File: config.mk
export PLATFORM = sky130hd
export DESIGN_NAME = tile_mem_arbiter
export DESIGN_NICKNAME = d
export VERILOG_FILES = /design/src/rtl/tile_mem_arbiter.sv
export SDC_FILE = /design/constraint.sdc
export NUM_CORES = 1
export LEC_CHECK = 0
export ABC_AREA = 1
export ABC_CLOCK_PERIOD_IN_PS = 1600
export CORE_MARGIN = 3
export CORE_UTILIZATION = 42
export CTS_CLUSTER_SIZE = 30
export DETAILED_ROUTE_END_ITERATION = 7
export PLACE_DENSITY = 0.86
export SYNTH_ARGS = -nofsm -noshare
export SYNTH_HDL_FRONTEND = slang
export SYNTH_SLANG_ARGS = --single-unit
File: constraint.sdc
create_clock -name clk -period 1.6 [get_ports clk]
set_clock_uncertainty 0.05 [all_clocks]
set_input_delay 0.24 -clock clk [delete_from_list [all_inputs] [get_ports clk]]
set_output_delay 0.24 -clock clk [all_outputs]
set_load 0.1 [all_outputs]
File: src/rtl/tile_mem_arbiter.sv
// Two-port round-robin arbiter and sequencer for the nibble-addressed tile
// memory port. Port 0 is the game engine, port 1 the display/scan logic.
// One nibble read or write is in flight at a time; the winner's command is
// latched so the tile port sees a stable address and data for the whole
// transaction. A bounded WAIT keeps a hung tile port from stalling both
// requesters.
module tile_mem_arbiter #(
    parameter int depth   = 19,
    parameter int TIMEOUT = 1023
) (
    input  logic             clk,
    input  logic             reset,

    input  logic             r0_req,
    input  logic             r0_we,
    input  logic [depth+2:0] r0_addr,
    input  logic [3:0]       r0_wdata,
    output logic             r0_gnt,
    output logic             r0_done,

    input  logic             r1_req,
    input  logic             r1_we,
    input  logic [depth+2:0] r1_addr,
    input  logic [3:0]       r1_wdata,
    output logic             r1_gnt,
    output logic             r1_done,

    output logic [3:0]       rdata,
    output logic             timeout_err,
    output logic             busy,

    output logic             mem_write_en,
    output logic             mem_clean_mark,
    output logic [depth+2:0] mem_address,
    output logic [3:0]       mem_data_in,
    input  logic [3:0]       mem_data_out,
    input  logic             mem_ready
);

    typedef enum logic [2:0] {
        S_IDLE  = 3'd0,
        S_ISSUE = 3'd1,
        S_WAIT  = 3'd2,
        S_DONE  = 3'd3,
        S_DRAIN = 3'd4
    } state_t;

    localparam logic [9:0] TIMEOUT_C = 10'(TIMEOUT);

    state_t           state_q, state_d;
    logic             sel_q, sel_d;
    logic             last_grant_q, last_grant_d;
    logic             we_q, we_d;
    logic             err_q, err_d;
    logic [depth+2:0] addr_q, addr_d;
    logic [3:0]       wdata_q, wdata_d;
    logic [3:0]       rdata_q, rdata_d;
    logic [9:0]       cnt_q, cnt_d;

    // Requester inputs gathered into vectors so the winner can be indexed.
    logic [1:0]       req_v;
    logic [1:0]       we_v;
    logic [depth+2:0] addr_v [2];
    logic [3:0]       wdata_v [2];
    logic [1:0]       gnt_v;
    logic [1:0]       done_v;
    logic             winner;
    logic             owns;

    assign req_v      = {r1_req, r0_req};
    assign we_v       = {r1_we, r0_we};
    assign addr_v[0]  = r0_addr;
    assign addr_v[1]  = r1_addr;
    assign wdata_v[0] = r0_wdata;
    assign wdata_v[1] = r1_wdata;

    // On a tie the port that was not served last wins; otherwise the sole requester.
    assign winner = (req_v[0] && req_v[1]) ? ~last_grant_q : req_v[1];

    // The selected port owns the memory from ISSUE through DONE.
    assign owns = (state_q == S_ISSUE) || (state_q == S_WAIT) || (state_q == S_DONE);

    for (genvar gi = 0; gi < 2; gi++) begin : g_port
        assign gnt_v[gi]  = owns && (sel_q == 1'(gi));
        assign done_v[gi] = (state_q == S_DONE) && (sel_q == 1'(gi));
    end

    assign r0_gnt         = gnt_v[0];
    assign r1_gnt         = gnt_v[1];
    assign r0_done        = done_v[0];
    assign r1_done        = done_v[1];
    assign timeout_err    = (state_q == S_DONE) && err_q;
    assign busy           = (state_q != S_IDLE);
    assign mem_write_en   = (state_q == S_ISSUE) && we_q;
    assign mem_clean_mark = (state_q == S_ISSUE) && !we_q;
    assign mem_address    = addr_q;
    assign mem_data_in    = wdata_q;
    assign rdata          = rdata_q;

    // State register plus latched command, read data, grant history and timer.
    always_ff @(posedge clk) begin
        if (reset) begin
            state_q      <= S_IDLE;
            sel_q        <= 1'b0;
            last_grant_q <= 1'b1;
            we_q         <= 1'b0;
            err_q        <= 1'b0;
            addr_q       <= '0;
            wdata_q      <= '0;
            rdata_q      <= '0;
            cnt_q        <= '0;
        end else begin
            state_q      <= state_d;
            sel_q        <= sel_d;
            last_grant_q <= last_grant_d;
            we_q         <= we_d;
            err_q        <= err_d;
            addr_q       <= addr_d;
            wdata_q      <= wdata_d;
            rdata_q      <= rdata_d;
            cnt_q        <= cnt_d;
        end
    end

    // Next-state logic: arbitrate, issue one strobe, wait for ready or timeout, then drain.
    always_comb begin
        state_d      = state_q;
        sel_d        = sel_q;
        last_grant_d = last_grant_q;
        we_d         = we_q;
        err_d        = err_q;
        addr_d       = addr_q;
        wdata_d      = wdata_q;
        rdata_d      = rdata_q;
        cnt_d        = cnt_q;

        unique case (state_q)
            S_IDLE: begin
                if (|req_v) begin
                    sel_d   = winner;
                    we_d    = we_v[winner];
                    addr_d  = addr_v[winner];
                    wdata_d = wdata_v[winner];
                    err_d   = 1'b0;
                    state_d = S_ISSUE;
                end
            end
            S_ISSUE: begin
                cnt_d   = '0;
                state_d = S_WAIT;
            end
            S_WAIT: begin
                cnt_d = cnt_q + 10'd1;
                // A ready arriving on the last allowed cycle still counts as success.
                if (mem_ready) begin
                    if (!we_q) begin
                        rdata_d = mem_data_out;
                    end
                    state_d = S_DONE;
                end else if (cnt_q == TIMEOUT_C) begin
                    err_d   = 1'b1;
                    state_d = S_DONE;
                end
            end
            S_DONE: begin
                last_grant_d = sel_q;
                state_d      = S_DRAIN;
            end
            S_DRAIN: begin
                // Swallow the second ready cycle before a new command may go out.
                if (!mem_ready) begin
                    state_d = S_IDLE;
                end
            end
            default: begin
                state_d = S_IDLE;
            end
        endcase
    end

endmodule
## Word level (Yosys, flattened, before mapping)

Cells that the tools add are included.

| word-level totals | value |
|---|---|
| word-level logic and storage cells | 65 |
| register bits after elaboration | 47 |

| cells by class | value |
|---|---|
| equal/unequal tests | 10 |
| bitwise logic cells | 4 |
| add/subtract/negate cells | 1 |
| $lt $le $gt $ge | 2 |
| mux-type cells | 19 |
| reductions and logical operators | 20 |

Operator list:

| cell | number |
|---|---|
| $mux 22 | 3 |
| $pmux 10 s2 | 1 |
| $pmux 3 s5 | 1 |
| $mux 3 | 4 |
| $mux 4 | 3 |
| $add 10x1->10 const B | 1 |
| $eq 10x10->1 const B | 1 |
| $logic_and 1x1->1 | 8 |
| $eq 3x2->1 const B | 2 |
| $mux 1 | 6 |
| $ne 2x2->1 const B | 3 |
| $reduce_and 3->1 | 2 |
| $reduce_and 4->1 | 1 |
| $reduce_bool 2->1 | 2 |
| $eq 3x1->1 const B | 1 |
| $eq 3x3->1 const B | 1 |
| $logic_not 3->1 | 1 |
| $ne 3x2->1 const B | 1 |
| $not 1->1 | 3 |
| $reduce_bool 3->1 | 1 |
| $ge 2x2->1 const B | 1 |
| $logic_or 1x1->1 | 2 |
| $lt 1x2->1 const B | 1 |
| $ne 2x1->1 const B | 1 |
| other kinds (5) | 5 |

## Logic depth before layout (Yosys ltp)

Gate-level depths: netlist of run 1.

| logic depth | value |
|---|---|
| depth after elaboration | 6 |
| depth in mapped cells | 8 |
| depth with buffers taken out | 8 |

## Worst setup path before layout of run 1

No wires, ideal clock.

| timing | value |
|---|---|
| path kind | reg-to-output |
| start point | register state_q[1] |
| end point | output port r0_gnt |
| data required time | 1310 ps |
| data arrival time | 2500 ps |
| slack | -1190 ps |
| buffers on the path | 0 |
| cell stages (with the launch flop) | 3 |
| cell sequence | dfxtp_1 -> nor2_4 -> nor3_1 |

| on the way | value |
|---|---|
| cells in the longest elaborated chain, start to end | 4 |
| elaborated cells between the ends (all ways) | 6 |

RTL lines:

| what | RTL line | source |
|---|---|---|
| start, declared | 50 | `state_t state_q, state_d;` |
| start signal, assigned | 113 | `state_q <= state_d;` |
| $eq 3x1->1 / $eq 3x2->1 (equally long branches) | 81 | `assign owns = (state_q == S_ISSUE) \|\| (state_q == S_WAIT) \|\| (state_q == S_DONE);` |
| $logic_or 1x1->1 | 81 |  |
| $logic_or 1x1->1 (*) | 81 |  |
| $logic_and 1x1->1 (*) | 84 | `assign gnt_v[gi] = owns && (sel_q == 1'(gi));` |
| end, declared | 18 | `output logic r0_gnt,` |

Mark *: on every way between the ends. The rest lies on a longest branch, timed or not.

## Worst setup path after layout of run 1

| timing | value |
|---|---|
| start point | register state_q[2] |
| end point | output port timeout_err |

| on the way | value |
|---|---|
| cells in the longest elaborated chain, start to end | 2 |

RTL lines:

| what | RTL line | source |
|---|---|---|
| $eq 3x2->1 | 92 | `assign timeout_err = (state_q == S_DONE) && err_q;` |
| $logic_and 1x1->1 | 92 |  |
| end, declared | 29 | `output logic timeout_err,` |

Every way passes these cells.

==> impl_metrics.json, run 1 <==
{
  "min_period_ns": 1.613,
  "antenna_cells_inserted": 0,
  "timing.final.hold_violations": 0,
  "ios": 101,
  "worst_stage_delay_on_the_critical_path_ns": 0.39,
  "critical_path.endpoint_type": "output port",
  "worst_ep_required_time_ns": 1.31,
  "maximum_vdd_drop_v": 0.0005076,
  "hpwlAfterDp_um": 4976,
  "worst_path_max_delay_cell": "sky130_fd_sc_hd__dfxtp_4",
  "cp.buffers_inverters": 2,
  "post_drt_via_cell_ratio": 4.856,
  "grt_max_degree": 56,
  "setup_ws_ns": -0.01259,
  "route.final.wire_length_um": 6651,
  "fraction_of_the_cycle_the_final_worst_path_needs": 1.008,
  "cts.clk_slew.worst_paths_ns": 0.09,
  "yosysUniqueCellTypes": 25,
  "clock_sinks": 47,
  "num_vias": 2598,
  "crit_path_start_kind": "flip-flop",
  "grt_pass1_vias": 2438,
  "max_freq_mhz": 620.1,
  "clock_network_fraction_of_total_power": 0.164,
  "number_of_buffers_inserted_during_clock_tree_synthesis": 5,
  "fp.dieH_um": 80.06,
  "critical_path.max_fanout": 5,
  "worstMarginPinSlew_ns": 0.4539,
  "tritoncts": "built",
  "antenna_found_initial": 0,
  "worst_hold_path_type": "reg -> reg",
  "seq_area_frac_synth": 0.4085,
  "grt_pass1_wl_um": 10670,
  "fillCellCount": 394,
  "clk_root_buffer_cell": "sky130_fd_sc_hd__clkbuf_8",
  "rows": 26,
  "timing.critical_path.max_delay_family": "flip-flops",
  "ys.warnings.count": 0,
  "failed_checks": "negative setup slack",
  "power_density_nw_per_um2": 1036,
  "ys_async_sr_fraction": 0,
  "start_util": 0.4425,
  "timing.critical_path.from": "state_q[2]$_SDFFE_PP0P_",
  "coreArea_um2": 5205,
  "r2r.worst_path.cells": 7,
  "syn_std_cell_area_um2": 2303,
  "synth.net_count": 421,
  "seq_power_share": 0.338,
  "clock_latency_ns": 0.29,
  "grt_util_all_layers": 0.2095,
  "crit-reg2reg-capture": "mem_address[5]$_SDFFE_PP0P_",
  "switching_share": 0.4302,
  "drt_first_pass_iters": 4,
  "initialDrtViolationCount": 177,
  "cp-endpoint": "timeout_err",
  "leakage_nw": 1.655,
  "timing.rr.start": "state_q[1]$_SDFFE_PP0P_",
  "dpl.cell_count": 522,
  "p_switching_mw": 1.790,
  "worst-path-stages": 4,
  "crit_arrival_ns": 1.32,
  "areaGrowthSynthToFinish_pct": 74.42,
  "final_antenna_net_count": 0,
  "cts.htree.levels": 2,
  "gp_congestion": 0.8585,
  "timing.final.max_slew_violations": 0,
  "drcViolationCount": 0,
  "die_width_um": 80.06,
  "detailedPlace.worstSlack_ns": -0.08380,
  "power_report.internal_total_mw": 2.371,
  "setup.worst_path.class": "reg -> out",
  "rrSetupSlack_ns": 0.16,
  "syn_area_per_cell_um2": 6.452,
  "number_of_enable_flip_flop_cells_after_synthesis": 0,
  "report.final.setup_viol": 2,
  "cts-root-to-sink-buffers": 2,
  "slew_headroom": 0.6971,
  "layout_cell_share_with_drive_strength_beyond_1": 0.1892,
  "synth-seq-cells": 47,
  "synthesis.instances": 357,
  "average_detailed_routed_wire_length_per_instance_um": 12.43,
  "setup_repair_after_global_routing_missed_its_margin": "yes",
  "most_used_dff_post_synth": "sky130_fd_sc_hd__dfxtp_1",
  "critical_path.cell_chain": "nor3_4 -> inv_2 -> nor2_4 -> buf_12",
  "floorplan.die_area_um2": 6409,
  "finish.cell_count_without_fillers": 535,
  "p_comb_frac": 0.498,
  "fin_nets": 528,
  "drv_cap": 0,
  "overflow": 0,
  "numPortBuffers": 100,
  "status": "complete, but fails checks"
}
## flip-flops by register name, summed over array words and instances (netlist names)
register and cells:
mem_address 22, mem_data_in 4, rdata 4, err_q 1
state_q 3, last_grant_q 1, sel_q 1, we_q 1
cnt_q 10
## stage by stage
stage	total power [mW]	TNS [ns]	utilization	cell area, um^2	hold WS [ns]
global route	4.350	-0.1938	0.7719	4018	0.4644
CTS	4.146	0	0.7611	3961	0.4398
finish	4.161	-0.02016	0.7719	4018	0.4393
global placement	3.418	-0.01414	0.7389	3846	0.4095
floorplan	2.623	-0.3232	-	2357	0.3249
detailed placement	3.452	-0.6883	0.7389	3846	0.4266
## placed cells by master (no fill, tap or decap)
cell,instances
sky130_fd_sc_hd__buf_4,12
sky130_fd_sc_hd__nor3_4,3
sky130_fd_sc_hd__o21ai_0,31
sky130_fd_sc_hd__nor3_1,1
sky130_fd_sc_hd__nor2_1,19
sky130_fd_sc_hd__o21a_1,1
sky130_fd_sc_hd__a21oi_1,36
sky130_fd_sc_hd__ha_1,1
sky130_fd_sc_hd__clkdlybuf4s50_1,62
sky130_fd_sc_hd__nand3_1,9
sky130_fd_sc_hd__buf_12,40
sky130_fd_sc_hd__dfxtp_1,43
sky130_fd_sc_hd__a21oi_4,1
sky130_fd_sc_hd__dfxtp_4,3
sky130_fd_sc_hd__nand3_2,1
sky130_fd_sc_hd__o21ai_1,7
sky130_fd_sc_hd__a211oi_1,1
sky130_fd_sc_hd__nor2_2,1
sky130_fd_sc_hd__a21oi_2,1
sky130_fd_sc_hd__nor2_4,7
sky130_fd_sc_hd__buf_6,1
sky130_fd_sc_hd__clkinvlp_4,1
sky130_fd_sc_hd__clkbuf_1,2
sky130_fd_sc_hd__clkinv_2,3
sky130_fd_sc_hd__nand2_1,119
sky130_fd_sc_hd__inv_1,41
sky130_fd_sc_hd__clkbuf_8,5
sky130_fd_sc_hd__nand4_1,3
sky130_fd_sc_hd__inv_2,4
sky130_fd_sc_hd__inv_4,1
sky130_fd_sc_hd__a22oi_1,1
sky130_fd_sc_hd__nand2_2,3
sky130_fd_sc_hd__dfxtp_2,1
## worst reg2reg max path, cell delays in order, from the launching register on
cell and delay (ns):
sky130_fd_sc_hd__dfxtp_4 0.36, sky130_fd_sc_hd__buf_4 0.15, sky130_fd_sc_hd__nor2_4 0.21, sky130_fd_sc_hd__nand3_2 0.14, sky130_fd_sc_hd__clkinv_2 0.09, sky130_fd_sc_hd__buf_12 0.15
sky130_fd_sc_hd__nand2_1 0.07, sky130_fd_sc_hd__a21oi_1 0.14
## kinds of logic after synthesis
logic type,share of synthesized area
compound gates,0.1814
flops,0.4085
fa+ha+maj,0.005431
simple gates,0.2890
buf+inv,0.1157
## synth_stat cells, types with 2 or more instances
cell	n	area [um^2]
sky130_fd_sc_hd__nor2_2	2	12.51
sky130_fd_sc_hd__clkbuf_1	6	22.52
sky130_fd_sc_hd__nand4_1	3	18.77
sky130_fd_sc_hd__nand2_1	122	457.9
sky130_fd_sc_hd__nor2_1	24	90.09
sky130_fd_sc_hd__buf_4	5	37.54
sky130_fd_sc_hd__a21oi_1	36	180.2
sky130_fd_sc_hd__o21ai_0	31	155.2
sky130_fd_sc_hd__nand3_1	9	45.04
sky130_fd_sc_hd__clkinv_2	2	10.01
sky130_fd_sc_hd__dfxtp_1	47	940.9
sky130_fd_sc_hd__o21ai_1	7	35.03
sky130_fd_sc_hd__buf_2	3	15.01
sky130_fd_sc_hd__nor3_1	4	20.02
sky130_fd_sc_hd__inv_2	2	7.510
sky130_fd_sc_hd__inv_1	45	168.9
## routing by layer
layer	up-vias	track usage	share of wire
met5	-	0	0
met4	0	0.07770	0.022
met3	12	0.05493	0.070
met2	95	0.3866	0.53
met1	1164	0.2270	0.38
li1	1327	-	-
## power by group through the flow
| stage | combinational [mW] | sequential [mW] | clock [mW] |
|---|---|---|---|
| global route | 2.18 | 1.42 | 0.748 |
| floorplan | 0.631 | 1.99 | 0 |
| detailed placement | 2.02 | 1.43 | 0 |
| CTS | 2.05 | 1.40 | 0.695 |
| global placement | 1.99 | 1.43 | 0 |
| finish | 2.07 | 1.41 | 0.681 |
## area by class of cell
cell class                      count  area (um^2)  area share
Clock buffer                        7        76.32     0.01900
Multi-Input combinational cell    246         1180      0.2937
Timing Repair Buffer              115         1523      0.3790
Clock inverter                      1        5.005    0.001246
Sequential cell                    47        953.4      0.2373
Tap cell                           70        87.58     0.02180
Inverter                           49        192.7     0.04796
## worst min path at each step
stage                                     start  cells past startpoint                    end  slack (ns)
after detailed placement  cnt_q[3]$_SDFFE_PP0P_                      2  cnt_q[3]$_SDFFE_PP0P_        0.43
final                     cnt_q[3]$_SDFFE_PP0P_                      2  cnt_q[3]$_SDFFE_PP0P_        0.44
after global routing      cnt_q[6]$_SDFFE_PP0P_                      2  cnt_q[6]$_SDFFE_PP0P_        0.46
after floorplan                 mem_data_out[0]                      2  rdata[0]$_SDFFE_PP0P_        0.32
after global placement    cnt_q[3]$_SDFFE_PP0P_                      2  cnt_q[3]$_SDFFE_PP0P_        0.41
after CTS                 cnt_q[3]$_SDFFE_PP0P_                      2  cnt_q[3]$_SDFFE_PP0P_        0.44
## what timing repair did
item | CTS | global route
setup buffers | 2 | 3
hold buffers | 0 | 0
resized for setup | 9 | 10
gates cloned | 0 | 0
pin swaps | 3 | 2
endpoints found under the setup margin | 5 | 19
Power figures use the tool's default switching activity.
==> run 2, diff against run 1 <==
Settings changed: CORE_ASPECT_RATIO from default to 0.5.
==> impl_metrics.json, run 2 (synthesis gave the netlist of run 1 again) <==
{
  "max_freq_mhz": 613.5,
  "min_period_ns": 1.630,
  "overflow": 0,
  "crit_arrival_ns": 1.34,
  "setup_ws_ns": -0.03012,
  "grt_pass1_vias": 2370,
  "failed_checks": "negative setup slack",
  "cts.clk_slew.worst_paths_ns": 0.09,
  "coreArea_um2": 5112,
  "hpwlAfterDp_um": 5126,
  "dpl.cell_count": 525,
  "cts.htree.levels": 2,
  "floorplan.die_area_um2": 6463,
  "antenna_found_initial": 0,
  "grt_util_all_layers": 0.2120,
  "average_detailed_routed_wire_length_per_instance_um": 13.35,
  "status": "complete, but fails checks",
  "report.final.setup_viol": 3,
  "worstMarginPinSlew_ns": 0.4545,
  "r2r.worst_path.cells": 8,
  "slew_headroom": 0.6967,
  "timing.final.max_slew_violations": 0,
  "p_comb_frac": 0.501,
  "grt_pass1_wl_um": 11050,
  "timing.final.hold_violations": 0,
  "clock_sinks": 47,
  "detailed_place.area_um2": 3881,
  "crit-reg2reg-capture": "cnt_q[8]$_SDFFE_PP0P_",
  "clock_latency_ns": 0.31,
  "power_density_nw_per_um2": 1049,
  "cts-root-to-sink-buffers": 2,
  "crit_path_start_kind": "flip-flop",
  "p_switching_mw": 1.850,
  "die_width_um": 110.7,
  "setup.worst_path.class": "reg -> out",
  "drt_first_pass_iters": 4,
  "finish.instance_area_um2": 4055,
  "hold_depth": 2,
  "numPortBuffers": 100,
  "route.final.wire_length_um": 7180,
  "maximum_vdd_drop_v": 0.0005764,
  "post_drt_via_cell_ratio": 4.872,
  "ios": 101,
  "drv_cap": 0,
  "power_report.internal_total_mw": 2.403,
  "critical_path.max_fanout": 4,
  "fin_nets": 531,
  "finish.cell_count_without_fillers": 538,
  "mostFrequentLayoutCells": "sky130_fd_sc_hd__nand2_1, sky130_fd_sc_hd__clkdlybuf4s50_1, sky130_fd_sc_hd__dfxtp_1",
  "fraction_of_the_cycle_the_final_worst_path_needs": 1.019,
  "fillCellCount": 324,
  "min-delay-start": "cnt_q[6]$_SDFFE_PP0P_",
  "number_of_buffers_inserted_during_clock_tree_synthesis": 5,
  "tritoncts": "built",
  "critical_path.endpoint_type": "output port",
  "worst_hold_path_type": "reg -> reg",
  "areaGrowthSynthToFinish_pct": 76.05,
  "drcViolationCount": 0,
  "detailedPlace.worstSlack_ns": -0.08476,
  "clk_root_buffer_cell": "sky130_fd_sc_hd__clkbuf_8",
  "timing.hold.worst_endpoint": "cnt_q[6]$_SDFFE_PP0P_",
  "antenna_cells_inserted": 0,
  "layout_commonest_cell": "sky130_fd_sc_hd__nand2_1",
  "switching_share": 0.4350,
  "gp_congestion": 0.8226,
  "worst_ep_required_time_ns": 1.31,
  "largest_register_ffs": 22,
  "leakage_nw": 1.676,
  "num_vias": 2621,
  "initialDrtViolationCount": 170,
  "rows": 18,
  "final_antenna_net_count": 0,
  "layout_cell_share_with_drive_strength_beyond_1": 0.1966,
  "timing.rr.start": "cnt_q[1]$_SDFFE_PP0P_",
  "seq_power_share": 0.330,
  "start_util": 0.4506,
  "fp.dieH_um": 58.37,
  "clock_network_fraction_of_total_power": 0.168,
  "rrSetupSlack_ns": 0.09,
  "setup_repair_after_global_routing_missed_its_margin": "yes",
  "grt_max_degree": 56
}
==> run 2: cell type report <==
class / instances / area, um^2 / share of cell area
Inverter: 49 / 190.2 / 0.04690
Clock buffer: 6 / 72.57 / 0.01790
Tap cell: 70 / 87.58 / 0.02160
Clock inverter: 2 / 12.51 / 0.003085
Multi-Input combinational cell: 246 / 1184 / 0.2919
Timing Repair Buffer: 118 / 1558 / 0.3841
Sequential cell: 47 / 950.9 / 0.2345
==> run 2: routing by layer <==
layer  up-vias  global-route usage  share of wire
met5         -                   0              0
met4         0             0.06842          0.013
met3        11             0.06160          0.060
met2        58              0.3741           0.52
met1      1216              0.2561           0.41
li1       1336                   -              -
==> run 2: per-stage QoR <==
| step | hold slack, ns | TNS [ns] | utilization | power (mW) |
|---|---|---|---|---|
| after floorplan | 0.3249 | -0.3232 | - | 2.623 |
| after global placement | 0.4162 | -0.008673 | 0.7592 | 3.461 |
| after detailed placement | 0.4236 | -1.680 | 0.7592 | 3.491 |
| after CTS | 0.4366 | -0.05582 | 0.7837 | 4.221 |
| after global routing | 0.4515 | -0.3988 | 0.7932 | 4.417 |
| final | 0.4352 | -0.06605 | 0.7932 | 4.252 |
==> run 2: worst max-delay path by stage <==
stage	from	to	slack [ns]	depth (start not counted)
after floorplan	state_q[0]$_SDFFE_PP0P_	r0_gnt	-0.32	2
after global placement	r0_req	sel_q$_SDFFE_PP0P_	-0.009	6
after detailed placement	r0_req	sel_q$_SDFFE_PP0P_	-0.08	7
after CTS	state_q[2]$_SDFFE_PP0P_	r0_done	-0.03	4
after global routing	state_q[2]$_SDFFE_PP0P_	r0_done	-0.09	4
final	state_q[2]$_SDFFE_PP0P_	r0_gnt	-0.03	3
==> run 2: repair_timing <==
item,in CTS,in global routing
pin swaps,1,3
buffers inserted,1,4
hold buffers,0,0
setup endpoints to repair,5,6
resized for setup,12,5
==> run 2: worst max-delay path, cell delays in order (launching register included) <==
cell and delay, ns:
sky130_fd_sc_hd__dfxtp_4 0.37, sky130_fd_sc_hd__buf_4 0.16, sky130_fd_sc_hd__nor3_2 0.27, sky130_fd_sc_hd__buf_12 0.22
==> run 2: power by group through the flow <==
| stage | sequential (mW) | combinational, mW | clock (mW) |
|---|---|---|---|
| global route | 1.42 | 2.24 | 0.765 |
| detailed placement | 1.42 | 2.07 | 0 |
| CTS | 1.41 | 2.10 | 0.716 |
| floorplan | 1.99 | 0.631 | 0 |
| finish | 1.41 | 2.13 | 0.716 |
| global placement | 1.42 | 2.04 | 0 |
